$ cat config.mk
export PLATFORM = sky130hd
export DESIGN_NAME = m_user_input_encoder_flat
export DESIGN_NICKNAME = d
export VERILOG_FILES = /design/src/rtl/m_user_input_encoder_pkg.sv /design/src/rtl/m_user_input_encoder_if.sv /design/src/rtl/m_user_input_encoder_debouncer.sv /design/src/rtl/m_user_input_encoder.sv /design/src/flat_wrapper.sv
export SDC_FILE = /design/constraint.sdc
export NUM_CORES = 1
export LEC_CHECK = 0
export ABC_AREA = 1
export CAP_MARGIN = 20
export CORE_UTILIZATION = 60
export CTS_BUF_LIST = sky130_fd_sc_hd__clkbuf_16
export DETAILED_ROUTE_END_ITERATION = 8
export HOLD_SLACK_MARGIN = 0.03
export PLACE_DENSITY_LB_ADDON = 0.12
export SKIP_LAST_GASP = 1
export SLEW_MARGIN = 20
export SYNTH_ARGS = -nofsm -noshare
export SYNTH_HDL_FRONTEND = slang
export SYNTH_HIERARCHICAL = 1
export SYNTH_SLANG_ARGS = --single-unit
$ cat constraint.sdc
create_clock -name w_clk -period 3.2 [get_ports w_clk]
set_input_delay 0.48 -clock w_clk [delete_from_list [all_inputs] [get_ports w_clk]]
set_output_delay 0.48 -clock w_clk [all_outputs]
set_load 0.02 [all_outputs]
$ cat src/rtl/m_user_input_encoder_pkg.sv
// Shared event codes, button indices and repeat-FSM states for the user-input encoder.
package m_user_input_encoder_pkg;

  // NONE is all-ones because INC already owns the all-zero code.
  typedef enum logic [1:0] {
    UI_INC  = 2'b00,
    UI_DEC  = 2'b01,
    UI_OK   = 2'b10,
    UI_NONE = 2'b11
  } user_code_e;

  localparam int BTN_INC = 0;
  localparam int BTN_DEC = 1;
  localparam int BTN_OK  = 2;

  typedef enum logic [1:0] {
    REP_IDLE,
    REP_DELAY,
    REP_REPEAT
  } rep_state_e;

endpackage

$ cat src/rtl/m_user_input_encoder_if.sv
// Button inputs and event/status outputs of the encoder; master is the encoder side.
interface m_user_input_encoder_if;
  logic       i_btn_inc;
  logic       i_btn_dec;
  logic       i_btn_ok;
  logic [1:0] o_user_input;
  logic [2:0] o_pending;

  modport master (input i_btn_inc, i_btn_dec, i_btn_ok, output o_user_input, o_pending);
  modport slave  (output i_btn_inc, i_btn_dec, i_btn_ok, input o_user_input, o_pending);
endinterface

$ cat src/rtl/m_user_input_encoder_debouncer.sv
// Two-flop synchroniser, debounce counter and stable level for one raw button, plus a press pulse.
module m_debouncer #(
  parameter int unsigned CYCLES = 100000
) (
  input  logic w_clk,
  input  logic w_rst,
  input  logic i_raw,
  output logic o_level,
  output logic o_rise
);

  localparam int unsigned CNT_W = $clog2(CYCLES + 1);

  logic [1:0]       r_sync;
  logic             r_level;
  logic             r_rise;
  logic [CNT_W-1:0] r_cnt;

  // NOTE: non-blocking assignments so every flop here samples the pre-edge values of the others.
  always_ff @(posedge w_clk) begin
    if (w_rst) begin
      r_sync  <= '0;
      r_level <= 1'b0;
      r_rise  <= 1'b0;
      r_cnt   <= '0;
    end else begin
      r_sync <= {r_sync[0], i_raw};
      r_rise <= 1'b0;
      if (r_sync[1] != r_level) begin
        // The CYCLES-th consecutive mismatch flips the level; any agreeing cycle restarts the count.
        if (r_cnt == CNT_W'(CYCLES - 1)) begin
          r_level <= r_sync[1];
          r_rise  <= r_sync[1];
          r_cnt   <= '0;
        end else begin
          r_cnt <= r_cnt + CNT_W'(1);
        end
      end else begin
        r_cnt <= '0;
      end
    end
  end

  assign o_level = r_level;
  assign o_rise  = r_rise;

endmodule

$ cat src/rtl/m_user_input_encoder.sv
// Debounced INC/DEC/OK buttons to spaced one-cycle event codes (OK > INC > DEC).
// Optional INC/DEC auto-repeat is built only when AUTO_REPEAT_EN is defined.
module m_user_input_encoder
  import m_user_input_encoder_pkg::*;
#(
  parameter int unsigned DEBOUNCE_CYCLES = 100000,
  parameter int unsigned GAP_CYCLES      = 1,
  parameter int unsigned REPEAT_DELAY    = 50000000,
  parameter int unsigned REPEAT_PERIOD   = 10000000
) (
  input logic                    w_clk,
  input logic                    w_rst,
  m_user_input_encoder_if.master if_bus
);

  localparam int unsigned GAP_W = $clog2(GAP_CYCLES + 1);

  if (DEBOUNCE_CYCLES == 0 || GAP_CYCLES == 0 || REPEAT_DELAY == 0 || REPEAT_PERIOD == 0) begin : g_bad_cfg
    $error("m_user_input_encoder: timing parameters must all be at least 1");
  end

  logic [2:0] w_raw, w_level, w_rise, w_rep_set, w_set, w_grant;
  user_code_e w_code, r_user_input;
  logic [2:0] r_pending;
  logic [GAP_W-1:0] r_gap_cnt;

  assign w_raw = {if_bus.i_btn_ok, if_bus.i_btn_dec, if_bus.i_btn_inc};

  for (genvar b = 0; b < 3; b++) begin : g_btn
    m_debouncer #(.CYCLES(DEBOUNCE_CYCLES)) u_debouncer (
      .w_clk  (w_clk),
      .w_rst  (w_rst),
      .i_raw  (w_raw[b]),
      .o_level(w_level[b]),
      .o_rise (w_rise[b])
    );
  end

`ifdef AUTO_REPEAT_EN
  localparam int unsigned REP_MAX = (REPEAT_DELAY > REPEAT_PERIOD) ? REPEAT_DELAY : REPEAT_PERIOD;
  localparam int unsigned REP_W   = $clog2(REP_MAX + 1);

  rep_state_e       r_rep_state, w_rep_state_nxt;
  logic [REP_W-1:0] r_rep_cnt, w_rep_cnt_nxt;
  logic             r_rep_sel, w_rep_sel_nxt;  // 0 = INC held, 1 = DEC held
  logic             w_one_held;

  assign w_one_held = w_level[BTN_INC] ^ w_level[BTN_DEC];

  always_ff @(posedge w_clk) begin
    if (w_rst) begin
      r_rep_state <= REP_IDLE;
      r_rep_cnt   <= '0;
      r_rep_sel   <= 1'b0;
    end else begin
      r_rep_state <= w_rep_state_nxt;
      r_rep_cnt   <= w_rep_cnt_nxt;
      r_rep_sel   <= w_rep_sel_nxt;
    end
  end

  // Count value 0 is itself the expiry cycle, so the periodic reload is one short of the period.
  always_comb begin
    w_rep_state_nxt = r_rep_state;
    w_rep_cnt_nxt   = r_rep_cnt;
    w_rep_sel_nxt   = r_rep_sel;
    w_rep_set       = '0;
    case (r_rep_state)
      REP_IDLE: begin
        if (w_one_held) begin
          w_rep_state_nxt = REP_DELAY;
          w_rep_cnt_nxt   = REP_W'(REPEAT_DELAY);
          w_rep_sel_nxt   = w_level[BTN_DEC];
        end
      end
      REP_DELAY, REP_REPEAT: begin
        if (!w_one_held || (w_level[BTN_DEC] != r_rep_sel)) begin
          w_rep_state_nxt = REP_IDLE;
        end else if (r_rep_cnt == '0) begin
          w_rep_state_nxt = REP_REPEAT;
          w_rep_cnt_nxt   = REP_W'(REPEAT_PERIOD - 1);
          w_rep_set       = r_rep_sel ? 3'b010 : 3'b001;
        end else begin
          w_rep_cnt_nxt = r_rep_cnt - REP_W'(1);
        end
      end
      default: w_rep_state_nxt = REP_IDLE;
    endcase
  end
`else
  assign w_rep_set = '0;
`endif

  assign w_set = w_rise | w_rep_set;

  // NOTE: every output of a combinational block gets a default first so no path infers a latch.
  always_comb begin
    w_grant = '0;
    w_code  = UI_NONE;
    if (r_gap_cnt == '0) begin
      if (r_pending[BTN_OK]) begin
        w_grant[BTN_OK] = 1'b1;
        w_code          = UI_OK;
      end else if (r_pending[BTN_INC]) begin
        w_grant[BTN_INC] = 1'b1;
        w_code           = UI_INC;
      end else if (r_pending[BTN_DEC]) begin
        w_grant[BTN_DEC] = 1'b1;
        w_code           = UI_DEC;
      end
    end
  end

  // A new press on the bit being granted wins over the clear, so it is not lost.
  always_ff @(posedge w_clk) begin
    if (w_rst) begin
      r_user_input <= UI_NONE;
      r_pending    <= '0;
      r_gap_cnt    <= '0;
    end else begin
      r_user_input <= w_code;
      r_pending    <= (r_pending & ~w_grant) | w_set;
      if (|w_grant) begin
        r_gap_cnt <= GAP_W'(GAP_CYCLES);
      end else if (r_gap_cnt != '0) begin
        r_gap_cnt <= r_gap_cnt - GAP_W'(1);
      end
    end
  end

  assign if_bus.o_user_input = r_user_input;
  assign if_bus.o_pending    = r_pending;

endmodule

$ cat src/flat_wrapper.sv
// flat-port wrapper written by rule: the top's interface ports become plain ports
module m_user_input_encoder_flat import m_user_input_encoder_pkg::*;
#(
  parameter int unsigned DEBOUNCE_CYCLES = 100000,
  parameter int unsigned GAP_CYCLES      = 1,
  parameter int unsigned REPEAT_DELAY    = 50000000,
  parameter int unsigned REPEAT_PERIOD   = 10000000
)
  (w_clk, w_rst, if_bus_i_btn_inc, if_bus_i_btn_dec, if_bus_i_btn_ok, if_bus_o_user_input, if_bus_o_pending);
  m_user_input_encoder_if if_bus_i ();
  input logic w_clk;
  input logic w_rst;
  input wire logic [$bits(if_bus_i.i_btn_inc)-1:0] if_bus_i_btn_inc;
  input wire logic [$bits(if_bus_i.i_btn_dec)-1:0] if_bus_i_btn_dec;
  input wire logic [$bits(if_bus_i.i_btn_ok)-1:0] if_bus_i_btn_ok;
  output wire logic [$bits(if_bus_i.o_user_input)-1:0] if_bus_o_user_input;
  output wire logic [$bits(if_bus_i.o_pending)-1:0] if_bus_o_pending;
  assign if_bus_i.i_btn_inc = if_bus_i_btn_inc;
  assign if_bus_i.i_btn_dec = if_bus_i_btn_dec;
  assign if_bus_i.i_btn_ok = if_bus_i_btn_ok;
  assign if_bus_o_user_input = if_bus_i.o_user_input;
  assign if_bus_o_pending = if_bus_i.o_pending;
  m_user_input_encoder #(.DEBOUNCE_CYCLES(DEBOUNCE_CYCLES), .GAP_CYCLES(GAP_CYCLES), .REPEAT_DELAY(REPEAT_DELAY), .REPEAT_PERIOD(REPEAT_PERIOD)) u_core (.w_clk(w_clk), .w_rst(w_rst), .if_bus(if_bus_i));
endmodule
==> metrics.md <==
| Metric | Value |
|---|---|
| CP Launch Type | `register` |
| Hold-fix buffers, CTS | `0` |
| Postcts setup bufs | `0` |
| Post-layout min period | `1.838 ns` |
| Tcrit/Tclk final | `0.5744` |
| Final WS setup | `1.362 ns` |
| ANT cells | `0` |
| Resize count post-CTS | `0` |
| Commonest non-fill, non-tap cell in the layout | `nand2_1` |
| Critical Path RT | `2.72 ns` |
| Pwr/cell area | `487.2 nW/µm²` |
| Slowest CP cell | `clkdlybuf4s50_1` |
| Worst-path cell chain | `clkdlybuf4s50_1` |
| CTS clk-pin slew, worst paths | `0.06 ns` |
| Post-synthesis cell type count | `23` |
| Initial Util | `0.6300` |
| Crit. End Element | `primary output` |
| Max cap viols | `0` |
| Vias/cell | `5.087` |
| First-pass DRT Iterations | `4` |
| Most frequent cells in the layout | `nand2_1 (92), nor2_1 (72), dfxtp_1 (69), inv_1 (48), a21oi_1 (25)` |
| Status | `completed` |
| Setup CP Type | `register to primary output` |
| Sequential area share after synthesis | `0.4266` |
| Die area | `5695 µm²` |
| WL final | `6013 µm` |
| Post-Synthesis Cells | `438` |
| Post-DP HPWL | `4218 µm` |
| IO Pins | `10` |
| Worst path bufs/invs | `1` |
| Share of cells above drive strength 1 | `0.1345` |
| Initial antenna violation count | `0` |
| Slew Limit Headroom | `0.6937` |
| Clk sinks | `69` |
| Final Slew Violations | `0` |
| NumNets Final | `464` |
| Setup TNS | `0 ns` |
| Row count | `26` |
| Leakage | `1.132 nW` |
| Flops & latches, synth | `69` |
| Worst skew pair latency | `0.33 ns` |
| Grt ovf | `0` |
| Post-synthesis area per instance | `7.393 µm²` |
| Final Cell Area | `3640 µm²` |
| Setup Viol. Count Final | `0` |
| Final core utilization | `0.7081` |
| Core area | `5140 µm²` |
| Die Ht | `75.47 µm` |
| Die Width | `75.47 µm` |
| GRT Total Usage | `0.2420` |
| Synth warnings | `6` |
| First-pass GRT wire length | `10360 µm` |
| H-Tree Depth | `3` |
| Syn nets | `446` |
| Area grow syn2layout | `12.40%` |
| CP max stage delay | `0.63 ns` |
| Max Freq | `544.0 MHz` |
| Port bufs | `9` |
| Largest net degree at the start of global routing | `18` |
| Placed inst area | `3372 µm²` |
| RSZ-0062 raised after global routing | `false` |
| Critical path's top delay family | `buffers and inverters` |
| Skew final | `0.004622 ns` |
| Vias | `2701` |
| Hold crit path type | `register to register` |
| Worst path arrival time | `1.36 ns` |
| Peak supply drop | `0.4042 mV` |
| CTS root buf | `clkbuf_16` |
| 1st-iter DRT viols | `150` |
| TritonCTS Buffers | `9` |
| Clock Tree Buf Depth | `2` |
| Drt drc | `0` |
| Slew at the pin with the worst max-slew slack | `0.4581 ns` |
| Mapped cell area | `3238 µm²` |
| Crit Path Max Fanout | `6` |
| Antenna Violating Nets Remaining | `0` |
| Final GP Congestion | `0.8859` |
| Routed len/inst | `11.32 µm` |
| Number of global-route vias before repair | `2477` |
| Final hold vios | `0` |
| Place WS | `1.244 ns` |
| CTS tree | `yes` |
==> kinds of logic (layout without fill, tap and decap cells) <==
family                   Yosys count  in the layout  synth area share
AND/OR/NAND/NOR                  254            254            0.3675
flip-flops                        69             69            0.4266
buffers and inverters             51             74           0.07148
AO/OA/AOI/OAI                     47             47           0.08501
XOR/XNOR                          14             14           0.03787
adder cells (fa/ha/maj)            3              3           0.01159
==> Yosys cell counts, drive strengths merged <==
cell,count,area share
nand3,29,0.053
xor2,8,0.022
or2,8,0.015
nor3,10,0.015
nand2,100,0.13
ha,3,0.012
a21oi,35,0.066
nand4,12,0.023
o21ai,11,0.017
o21bai,1,0.0023
or3,1,0.0019
buf,3,0.016
xnor2,6,0.016
inv,48,0.056
dfxtp,69,0.43
nor2,94,0.13
==> worst register-to-register path: cells and delay by family, from the launching register on <==
family                     cells  cell delay (ns)
adders and majority gates      1             0.25
AOI/OAI and AO/OA              1             0.08
DFF                            1             0.38
and+or+nand+nor                4             0.68
==> area by class of cell <==
class | count | area [µm²]
repair buffers | 10 | 97.59
multi-input cells | 318 | 1625
flip-flops and latches | 69 | 1381
fillers | 459 | 1500
inverters | 48 | 180.2
clock inverters | 7 | 42.54
clock buffers | 9 | 225.2
well taps | 70 | 87.58
==> through the flow <==
| stage | cells | hold WS (ns) | total power, mW |
|---|---|---|---|
| 2_1_floorplan | 438 | 0.3883 | 0.9003 |
| 6_report | 531 | 0.4067 | 1.773 |
| 5_1_grt | 531 | 0.4475 | 1.829 |
| 3_5_place_dp | 515 | 0.3991 | 0.9099 |
| 4_1_cts | 531 | 0.4086 | 1.795 |
| 3_3_place_gp | 515 | 0.3952 | 0.9094 |
==> registers in the layout, indices dropped and copies added (netlist names) <==
register and cells:
u_core/r_gap_cnt 1, u_core/g_btn.u_debouncer/r_sync 6, u_core/g_btn.u_debouncer/o_rise 3, u_core/g_btn.u_debouncer/o_level 3
u_core/if_bus.o_user_input 2, u_core/if_bus.o_pending 3, u_core/g_btn.u_debouncer/r_cnt 51
==> per-layer routing <==
| layer | share of wire | GRT usage | vias to the layer above |
|---|---|---|---|
| li1 | - | - | 1431 |
| met4 | 0.0090 | 0.09465 | 0 |
| met1 | 0.47 | 0.3036 | 1208 |
| met2 | 0.47 | 0.3849 | 54 |
| met5 | 0 | 0 | - |
| met3 | 0.050 | 0.08201 | 8 |
==> final timing paths <==
path	depth (start not counted)	from	slack [ns]	end
max reg2reg	6	u_core/g_btn[0].u_debouncer/r_cnt[0]$_SDFF_PP0_	1.69	u_core/g_btn[0].u_debouncer/r_cnt[8]$_SDFF_PP0_
min reg2reg	2	u_core/g_btn[1].u_debouncer/r_sync[0]$_SDFF_PP0_	0.41	u_core/g_btn[1].u_debouncer/r_sync[1]$_SDFF_PP0_
min	2	u_core/g_btn[1].u_debouncer/r_sync[0]$_SDFF_PP0_	0.41	u_core/g_btn[1].u_debouncer/r_sync[1]$_SDFF_PP0_
max	1	u_core/if_bus.o_pending[2]$_SDFF_PP0_	1.36	if_bus_o_pending[2]
==> power by group <==
| group | total (mW) | switching (mW) | internal (mW) |
|---|---|---|---|
| logic | 0.0248 | 0.0158 | 0.00897 |
| clock network | 0.882 | 0.364 | 0.517 |
| registers | 0.867 | 0.00268 | 0.864 |
| total | 1.77 | 0.383 | 1.39 |
Power figures use the tool's default switching activity.
